===== src/rtl/act_pwl_pkg.sv =====
// Shared constants for the piecewise-linear sigmoid/tanh unit.
// Breakpoints, knots and biases are stored in Q.9 and re-aligned to the
// instance fraction width where they are used.
package act_pwl_pkg;

  localparam int NUM_SEG = 9;
  localparam int NUM_BP  = NUM_SEG - 1;
  localparam int Q_REF   = 9;

  localparam logic MODE_SIGMOID = 1'b0;
  localparam logic MODE_TANH    = 1'b1;

  // Lower bound of segments 1..8 (segment 0 is everything below the first).
  localparam int BP_Q9 [NUM_BP] = '{-2112, -1512, -1096, -560, 560, 1096, 1512, 2112};

  // Per-segment fields; segments 0 and 8 are the constant tails.
  localparam int KNOT_Q9 [NUM_SEG] = '{0, -2112, -1512, -1096, 0, 560, 1096, 1512, 0};
  localparam int BIAS_Q9 [NUM_SEG] = '{'h000, 'h008, 'h01C, 'h039, 'h100,
                                       'h183, 'h1CD, 'h1EA, 'h1FC};
  localparam int SHIFT_K [NUM_SEG] = '{0, 5, 4, 3, 2, 3, 4, 5, 0};

  // Clamp a wide signed value into the signed range of a w-bit word.
  function automatic logic signed [63:0] sat(input logic signed [63:0] v, input int w);
    logic signed [63:0] hi;
    logic signed [63:0] lo;
    hi = (64'sd1 <<< (w - 1)) - 64'sd1;
    lo = -(64'sd1 <<< (w - 1));
    if (v > hi) return hi;
    if (v < lo) return lo;
    return v;
  endfunction

endpackage


===== src/rtl/act_pwl_seg_lut.sv =====
// Combinational segment selector: maps the pre-scaled input u to the
// shift, knot, bias and constant-region flag of its PWL segment.
module act_pwl_seg_lut
  import act_pwl_pkg::*;
#(
  parameter int WIDTH = 16,
  parameter int FRAC  = 9
) (
  input  logic signed [WIDTH-1:0] u,
  output logic [2:0]              shift,
  output logic signed [WIDTH+1:0] knot,
  output logic signed [WIDTH+1:0] bias,
  output logic                    is_const
);

  logic [3:0]              seg;
  logic signed [WIDTH+1:0] u_ext;

  // Sign-extend a Q.9 constant and move it to the instance fraction width.
  function automatic logic signed [WIDTH+1:0] align(input int q9);
    logic signed [WIDTH+1:0] t;
    t = (WIDTH+2)'(q9);
    return t <<< (FRAC - Q_REF);
  endfunction

  assign u_ext = (WIDTH+2)'(u);

  // Segment index = number of breakpoints at or below u (lower bounds inclusive).
  always_comb begin
    // NOTE: every output gets a value before any condition so no latch is inferred.
    seg = '0;
    for (int i = 0; i < NUM_BP; i++) begin
      if (u_ext >= align(BP_Q9[i])) seg = seg + 4'd1;
    end
    shift    = 3'(SHIFT_K[seg]);
    knot     = align(KNOT_Q9[seg]);
    bias     = align(BIAS_Q9[seg]);
    is_const = (seg == 4'd0) || (seg == 4'(NUM_SEG - 1));
  end

endmodule


===== src/rtl/act_pwl_pipe.sv =====
// Three-stage pipelined PWL activation (sigmoid / tanh per sample) with
// valid/ready streaming and a pass-through tag.
// Optional build macro PWL_SAT_CNT_EN adds a 16-bit saturating counter
// (sat_cnt) of samples that land in a constant tail region.
module act_pwl_pipe
  import act_pwl_pkg::*;
#(
  parameter int WIDTH = 16,
  parameter int FRAC  = 9,
  parameter int TAG_W = 4
) (
  input  logic                    clk,
  input  logic                    rst,
  input  logic                    in_valid,
  output logic                    in_ready,
  input  logic signed [WIDTH-1:0] in_x,
  input  logic                    in_mode,
  input  logic [TAG_W-1:0]        in_tag,
  output logic                    out_valid,
  input  logic                    out_ready,
  output logic signed [WIDTH-1:0] out_y,
  output logic [TAG_W-1:0]        out_tag
`ifdef PWL_SAT_CNT_EN
  ,
  output logic [15:0]             sat_cnt
`endif
);

  localparam logic signed [63:0] ONE = 64'sd1 <<< FRAC;

  logic adv;

  // S1 state
  logic                    v1, m1;
  logic [TAG_W-1:0]        t1;
  logic signed [WIDTH-1:0] u1, u_pre;

  // Segment fields looked up from u1
  logic [2:0]              lut_shift;
  logic signed [WIDTH+1:0] lut_knot, lut_bias;
  logic                    lut_const;

  // S2 state
  logic                    v2, m2, c2;
  logic [TAG_W-1:0]        t2;
  logic signed [WIDTH-1:0] u2;
  logic [2:0]              sh2;
  logic signed [WIDTH+1:0] k2, b2;

  // S3 next-state
  logic signed [WIDTH+1:0] s_val;
  logic signed [WIDTH-1:0] y_next;

  // Whole pipeline moves as one; a stalled output freezes every stage.
  assign adv      = !out_valid || out_ready;
  assign in_ready = adv;

  // Pre-scale: tanh(x) = 2*sigmoid(2x) - 1, so tanh samples are doubled first.
  always_comb begin
    u_pre = in_x;
    if (in_mode != MODE_SIGMOID) u_pre = WIDTH'(sat(64'(in_x) <<< 1, WIDTH));
  end

  act_pwl_seg_lut #(.WIDTH(WIDTH), .FRAC(FRAC)) u_lut (
    .u        (u1),
    .shift    (lut_shift),
    .knot     (lut_knot),
    .bias     (lut_bias),
    .is_const (lut_const)
  );

  // Evaluate the segment line, then post-scale tanh samples back to [-1, 1].
  always_comb begin
    s_val = b2;
    if (!c2) s_val = b2 + (((WIDTH+2)'(u2) - k2) >>> sh2);
    y_next = WIDTH'(s_val);
    if (m2 == MODE_TANH) y_next = WIDTH'(sat((64'(s_val) <<< 1) - ONE, WIDTH));
  end

  // S1 register: capture the accepted sample (in_valid only counts when adv).
  always_ff @(posedge clk or posedge rst) begin
    if (rst) begin
      v1 <= 1'b0;
      u1 <= '0;
      m1 <= 1'b0;
      t1 <= '0;
    end else if (adv) begin
      // NOTE: state registers use non-blocking assignments so all stages shift on the same edge.
      v1 <= in_valid;
      u1 <= u_pre;
      m1 <= in_mode;
      t1 <= in_tag;
    end
  end

  // S2 register: hold the selected segment alongside the sample.
  always_ff @(posedge clk or posedge rst) begin
    if (rst) begin
      v2  <= 1'b0;
      u2  <= '0;
      m2  <= 1'b0;
      t2  <= '0;
      sh2 <= '0;
      k2  <= '0;
      b2  <= '0;
      c2  <= 1'b0;
    end else if (adv) begin
      v2  <= v1;
      u2  <= u1;
      m2  <= m1;
      t2  <= t1;
      sh2 <= lut_shift;
      k2  <= lut_knot;
      b2  <= lut_bias;
      c2  <= lut_const;
    end
  end

  // S3 register: drives the output interface directly.
  always_ff @(posedge clk or posedge rst) begin
    if (rst) begin
      out_valid <= 1'b0;
      out_y     <= '0;
      out_tag   <= '0;
    end else if (adv) begin
      out_valid <= v2;
      out_y     <= y_next;
      out_tag   <= t2;
    end
  end

`ifdef PWL_SAT_CNT_EN
  // Count valid samples entering S2 in a constant tail; sticks at all-ones.
  always_ff @(posedge clk or posedge rst) begin
    if (rst) begin
      sat_cnt <= '0;
    end else if (adv && v1 && lut_const && (sat_cnt != 16'hFFFF)) begin
      sat_cnt <= sat_cnt + 16'd1;
    end
  end
`else
  // Default build carries no tail counter; the constant flag only feeds S3.
`endif

endmodule


===== config.mk =====
export PLATFORM = sky130hd
export DESIGN_NAME = act_pwl_pipe
export DESIGN_NICKNAME = d
export VERILOG_FILES = /design/src/rtl/act_pwl_pkg.sv /design/src/rtl/act_pwl_seg_lut.sv /design/src/rtl/act_pwl_pipe.sv
export SDC_FILE = /design/constraint.sdc
export NUM_CORES = 1
export LEC_CHECK = 0
export BUFFER_PORTS_ARGS = -buffer_cell sky130_fd_sc_hd__buf_2
export CELL_PAD_IN_SITES_DETAIL_PLACEMENT = 0
export CELL_PAD_IN_SITES_GLOBAL_PLACEMENT = 2
export CORE_MARGIN = 2
export CORE_UTILIZATION = 39
export DETAILED_ROUTE_END_ITERATION = 7
export PLACE_DENSITY = 0.88
export SYNTH_ARGS = -nofsm -noshare
export SYNTH_HDL_FRONTEND = slang
export SYNTH_HIERARCHICAL = 1
export SYNTH_SLANG_ARGS = --single-unit

===== constraint.sdc =====
create_clock -name clk -period 6.35 [get_ports clk]
set_clock_uncertainty 0.1 [all_clocks]
set_input_delay 0.635 -clock clk [delete_from_list [all_inputs] [get_ports clk]]
set_output_delay 0.635 -clock clk [all_outputs]
set_load 0.05 [all_outputs]

==> reports/summary.md <==
0 antenna diodes ended up in the layout. The total overflow left after global routing is 0. In this design, the critical path's most frequently occurring cell is sky130_fd_sc_hd__mux2_2. The flow ran to the end, and the final reports show no timing, DRC or antenna violations. The logs give 6923 for the via count of the first global-routing pass and 0 for the remaining antenna violation count after routing. The horizontal extent of the die was 152 um. The first-pass GRT wire length was 34700 um; the largest incremental delay on the critical path was 0.40 ns. Counting every sink on the clock net gives 105. The routed layout has 7076 vias. Setup violations remaining at the end of the flow were counted as 0. The number of enable flip-flop cells after synthesis is 0, and the total half-perimeter wirelength after legalization and detailed placement is 14600 um. The H-tree was split into 3 levels. Wires add up to 20200 um.

Clock-pin slew was measured on the worst setup and hold paths at 0.08 ns. For the overall global routing resource usage, the log shows 0.178. The floorplan step set the die height to 152 um. In this run, post-CTS hold repair placed 0 buffers. In this run the worst hold path is classified as in2async.

Counting the fill cells in the layout gives 2196. A synthesized cell averages 8.33 um^2. The worst slew margin relative to its limit came out at 0.358.

For the full die area, the log shows 23100 um^2. The endpoint required time on the critical path was 6.54 ns. The tools report the post-synthesis instance total as 1026. Counting the buffers created by CTS gives 9. Routability-driven placement finished with a final weighted congestion of 0.839. For this run, design rule violations remaining after detail routing come to 0.

Max-cap violations in this run came to 0. Share of synthesized area occupied by flip-flops and latches: 0.308. The final cell area excluding filler cells is 9610 um^2, and the number of warnings issued by yosys is 6.

The clock network latency to the later pin of the worst-skew pair came out at 0.36 ns. The floorplan step defined a core boundary enclosing 21700 um^2. The type of origin of the critical path is a register. The most common cell after layout, fill and taps aside is sky130_fd_sc_hd__nand2_1. Synthesis instantiated 88 different standard cells from the library. The count of boundary I/O pins was 47.

In this run the register-to-register setup slack is 0.32 ns. The floorplan has 54 rows. The standard cell area after detailed placement was 9020 um^2; the post-route clock period utilization was 0.950. The type of the worst setup path was reg2reg.

TritonCTS built the clock tree. In the layout the commonest cells are 243 x sky130_fd_sc_hd__nand2_1, 104 x sky130_fd_sc_hd__dfrtp_1, 60 x sky130_fd_sc_hd__a21oi_1. For this run, the top clock speed supported by timing is 166 MHz. After detailed routing, the average wire length per cell comes to 14.9 um.

The number of failing hold endpoints at the final stage was 0; the cell area after technology mapping was 8540 um^2. Entering global routing, the biggest net connects 94 pins. The proportion of synthesized flip-flops having asynchronous set or reset is 1.00.

The smallest clock period supported by the final layout is computed as 6.03 ns. Routed via count divided by cell count: 5.24. The share of final-layout standard cells stronger than drive strength 1 is 0.200.

In this run the clock root is driven by a sky130_fd_sc_hd__clkbuf_16. At the pin with the least slew margin, the transition time is 0.962 ns. Primary flip-flop cell chosen by synthesis mapping: sky130_fd_sc_hd__dfrtp_1.

STA classifies the critical path endpoint as a register. The clock passes through at most 2 buffers. At the worst endpoint, the arrival time is 6.22 ns. The tools report the starting utilization of the core area as 0.394.

In this run the tool buffered the top-level ports with 46 buffer cells. The max-slew violation count is 0. The detailed router finished its first iteration with 413 violations.

The family with the most delay on the worst path is compound AO/OA/AOI/OAI gates. The synthesis-to-layout area growth came out at 12.6%. The largest individual stage delay along the critical path comes from the cell sky130_fd_sc_hd__o31ai_4. The critical path contains buffers and inverters numbering 3 combined. The path length in cells of the critical path is 27, and the detailed-routing iteration count for the pre-antenna-repair pass is 5. The maximum net fanout on the critical path was 7; the initial antenna violation count was 0. Counting cells, the worst reg-to-reg path comes to 27. The net count of the finished layout is 1141.

The synthesized design contains 105 register bits.
[flip-flops by register name, summed over array words and instances (netlist names)]
name       count
t1             4
v1             1
u1            16
out_valid      1
v2             1
m1             1
b2            18
out_tag        4
out_y         16
u2            16
k2            18
sh2            3
t2             4
c2             1
m2             1
[logic make-up after synthesis]
logic type               Yosys count  synth area share
AO/OA/AOI/OAI                    255             0.212
XOR/XNOR                          43            0.0521
adder cells (fa/ha/maj)           63            0.0902
buffers and inverters            116            0.0640
flip-flops                       105             0.308
multiplexers                      48            0.0650
other                              1          0.000439
AND/OR/NAND/NOR                  395             0.209
[repair_timing]
item / 4_1_cts / 5_1_grt
endpoints found under the hold margin: 0 / 0
resized for setup: 2 / 31
cloned: 0 / 1
endpoints found under the setup margin: 14 / 39
pin swaps: 1 / 15
setup buffers: 1 / 13
[synth_stat cells (6+ instances only)]
master	count	area [um^2]
sky130_fd_sc_hd__a31oi_1	11	68.8
sky130_fd_sc_hd__nor3_1	12	60.1
sky130_fd_sc_hd__a21oi_1	62	310
sky130_fd_sc_hd__maj3_1	13	130
sky130_fd_sc_hd__o21ai_0	54	270
sky130_fd_sc_hd__mux2_2	20	225
sky130_fd_sc_hd__dfrtp_1	105	2630
sky130_fd_sc_hd__nand3_2	9	90.1
sky130_fd_sc_hd__mux2i_1	24	240
sky130_fd_sc_hd__and2_1	6	37.5
sky130_fd_sc_hd__o22ai_1	13	81.3
sky130_fd_sc_hd__xor2_1	13	114
sky130_fd_sc_hd__o21a_1	8	60.1
sky130_fd_sc_hd__a21oi_2	12	105
sky130_fd_sc_hd__a21o_1	15	113
sky130_fd_sc_hd__a211oi_1	7	52.6
sky130_fd_sc_hd__clkbuf_1	37	139
sky130_fd_sc_hd__nor2b_1	6	37.5
sky130_fd_sc_hd__nor2_1	55	206
sky130_fd_sc_hd__nand2b_1	14	87.6
sky130_fd_sc_hd__ha_1	48	601
sky130_fd_sc_hd__nand3_1	15	75.1
sky130_fd_sc_hd__xnor2_1	23	201
sky130_fd_sc_hd__inv_1	42	158
sky130_fd_sc_hd__buf_4	20	150
sky130_fd_sc_hd__o211ai_1	8	60.1
sky130_fd_sc_hd__nand2_1	244	916
[cell type report]
class | count | area [um^2] | area share
Clock inverter | 6 | 65.1 | 0.00677
Tap cell | 280 | 350 | 0.0364
Inverter | 45 | 174 | 0.0181
Multi-Input combinational cell | 816 | 5550 | 0.578
Sequential cell | 105 | 2630 | 0.273
Timing Repair Buffer | 89 | 603 | 0.0627
Clock buffer | 10 | 239 | 0.0249
[worst register-to-register path, cell delays in order, from the launching register on]
cell,delay (ns)
sky130_fd_sc_hd__dfrtp_1,0.36
sky130_fd_sc_hd__inv_1,0.06
sky130_fd_sc_hd__ha_1,0.15
sky130_fd_sc_hd__inv_1,0.05
sky130_fd_sc_hd__fa_2,0.34
sky130_fd_sc_hd__a21o_1,0.18
sky130_fd_sc_hd__a21oi_2,0.17
sky130_fd_sc_hd__o21ai_2,0.13
sky130_fd_sc_hd__a311oi_2,0.37
sky130_fd_sc_hd__o21ai_2,0.10
sky130_fd_sc_hd__nor2_2,0.12
sky130_fd_sc_hd__xnor2_1,0.10
sky130_fd_sc_hd__mux2_2,0.30
sky130_fd_sc_hd__mux2_2,0.28
sky130_fd_sc_hd__mux2_2,0.29
sky130_fd_sc_hd__ha_4,0.32
sky130_fd_sc_hd__o211ai_1,0.11
sky130_fd_sc_hd__nor2_2,0.18
sky130_fd_sc_hd__o221ai_1,0.15
sky130_fd_sc_hd__or3_4,0.36
sky130_fd_sc_hd__ha_2,0.22
sky130_fd_sc_hd__o2111a_1,0.16
sky130_fd_sc_hd__o211ai_1,0.40
sky130_fd_sc_hd__nor4_2,0.10
sky130_fd_sc_hd__o31ai_4,0.40
sky130_fd_sc_hd__clkbuf_16,0.23
sky130_fd_sc_hd__nand3b_2,0.08
sky130_fd_sc_hd__a21oi_2,0.13
[stage by stage]
step	util	hold slack [ns]	std cells	worst slack (ns)	TNS [ns]
after floorplan	-	0.330	1037	0.607	0
after global placement	0.416	0.341	1320	-0.0497	-0.485
after detailed placement	0.416	0.347	1320	-0.119	-1.23
after CTS	0.431	0.220	1337	0.00435	0
after global routing	0.443	0.243	1351	-0.0440	-0.267
final	0.443	0.203	1351	0.317	0
[final timing paths]
kind / startpoint / endpoint
worst min register to register: v2$_DFFE_PP0P_ / v2$_DFFE_PP0P_
worst min-delay path: rst / u1[11]$_DFFE_PP0P_
max in group asynchronous: rst / out_y[5]$_DFFE_PP0P_
min in group clk: in_tag[2] / t1[2]$_DFFE_PP0P_
worst max register to register: u2[0]$_DFFE_PP0P_ / out_y[10]$_DFFE_PP0P_
worst max-delay path: u2[0]$_DFFE_PP0P_ / out_y[10]$_DFFE_PP0P_
[routing by layer]
layer | share of wire | vias up | routed length, um | global-route usage
met5 | 0 | - | 0 | 0
met4 | 0.0068 | 0 | 138 | 0.0320
met3 | 0.020 | 7 | 406 | 0.0234
met2 | 0.48 | 67 | 9640 | 0.302
met1 | 0.50 | 3364 | 10000 | 0.247
li1 | - | 3638 | - | -
Power is not shown: default switching activity piles up to over one toggle a cycle in this logic, so the estimate is an artifact.
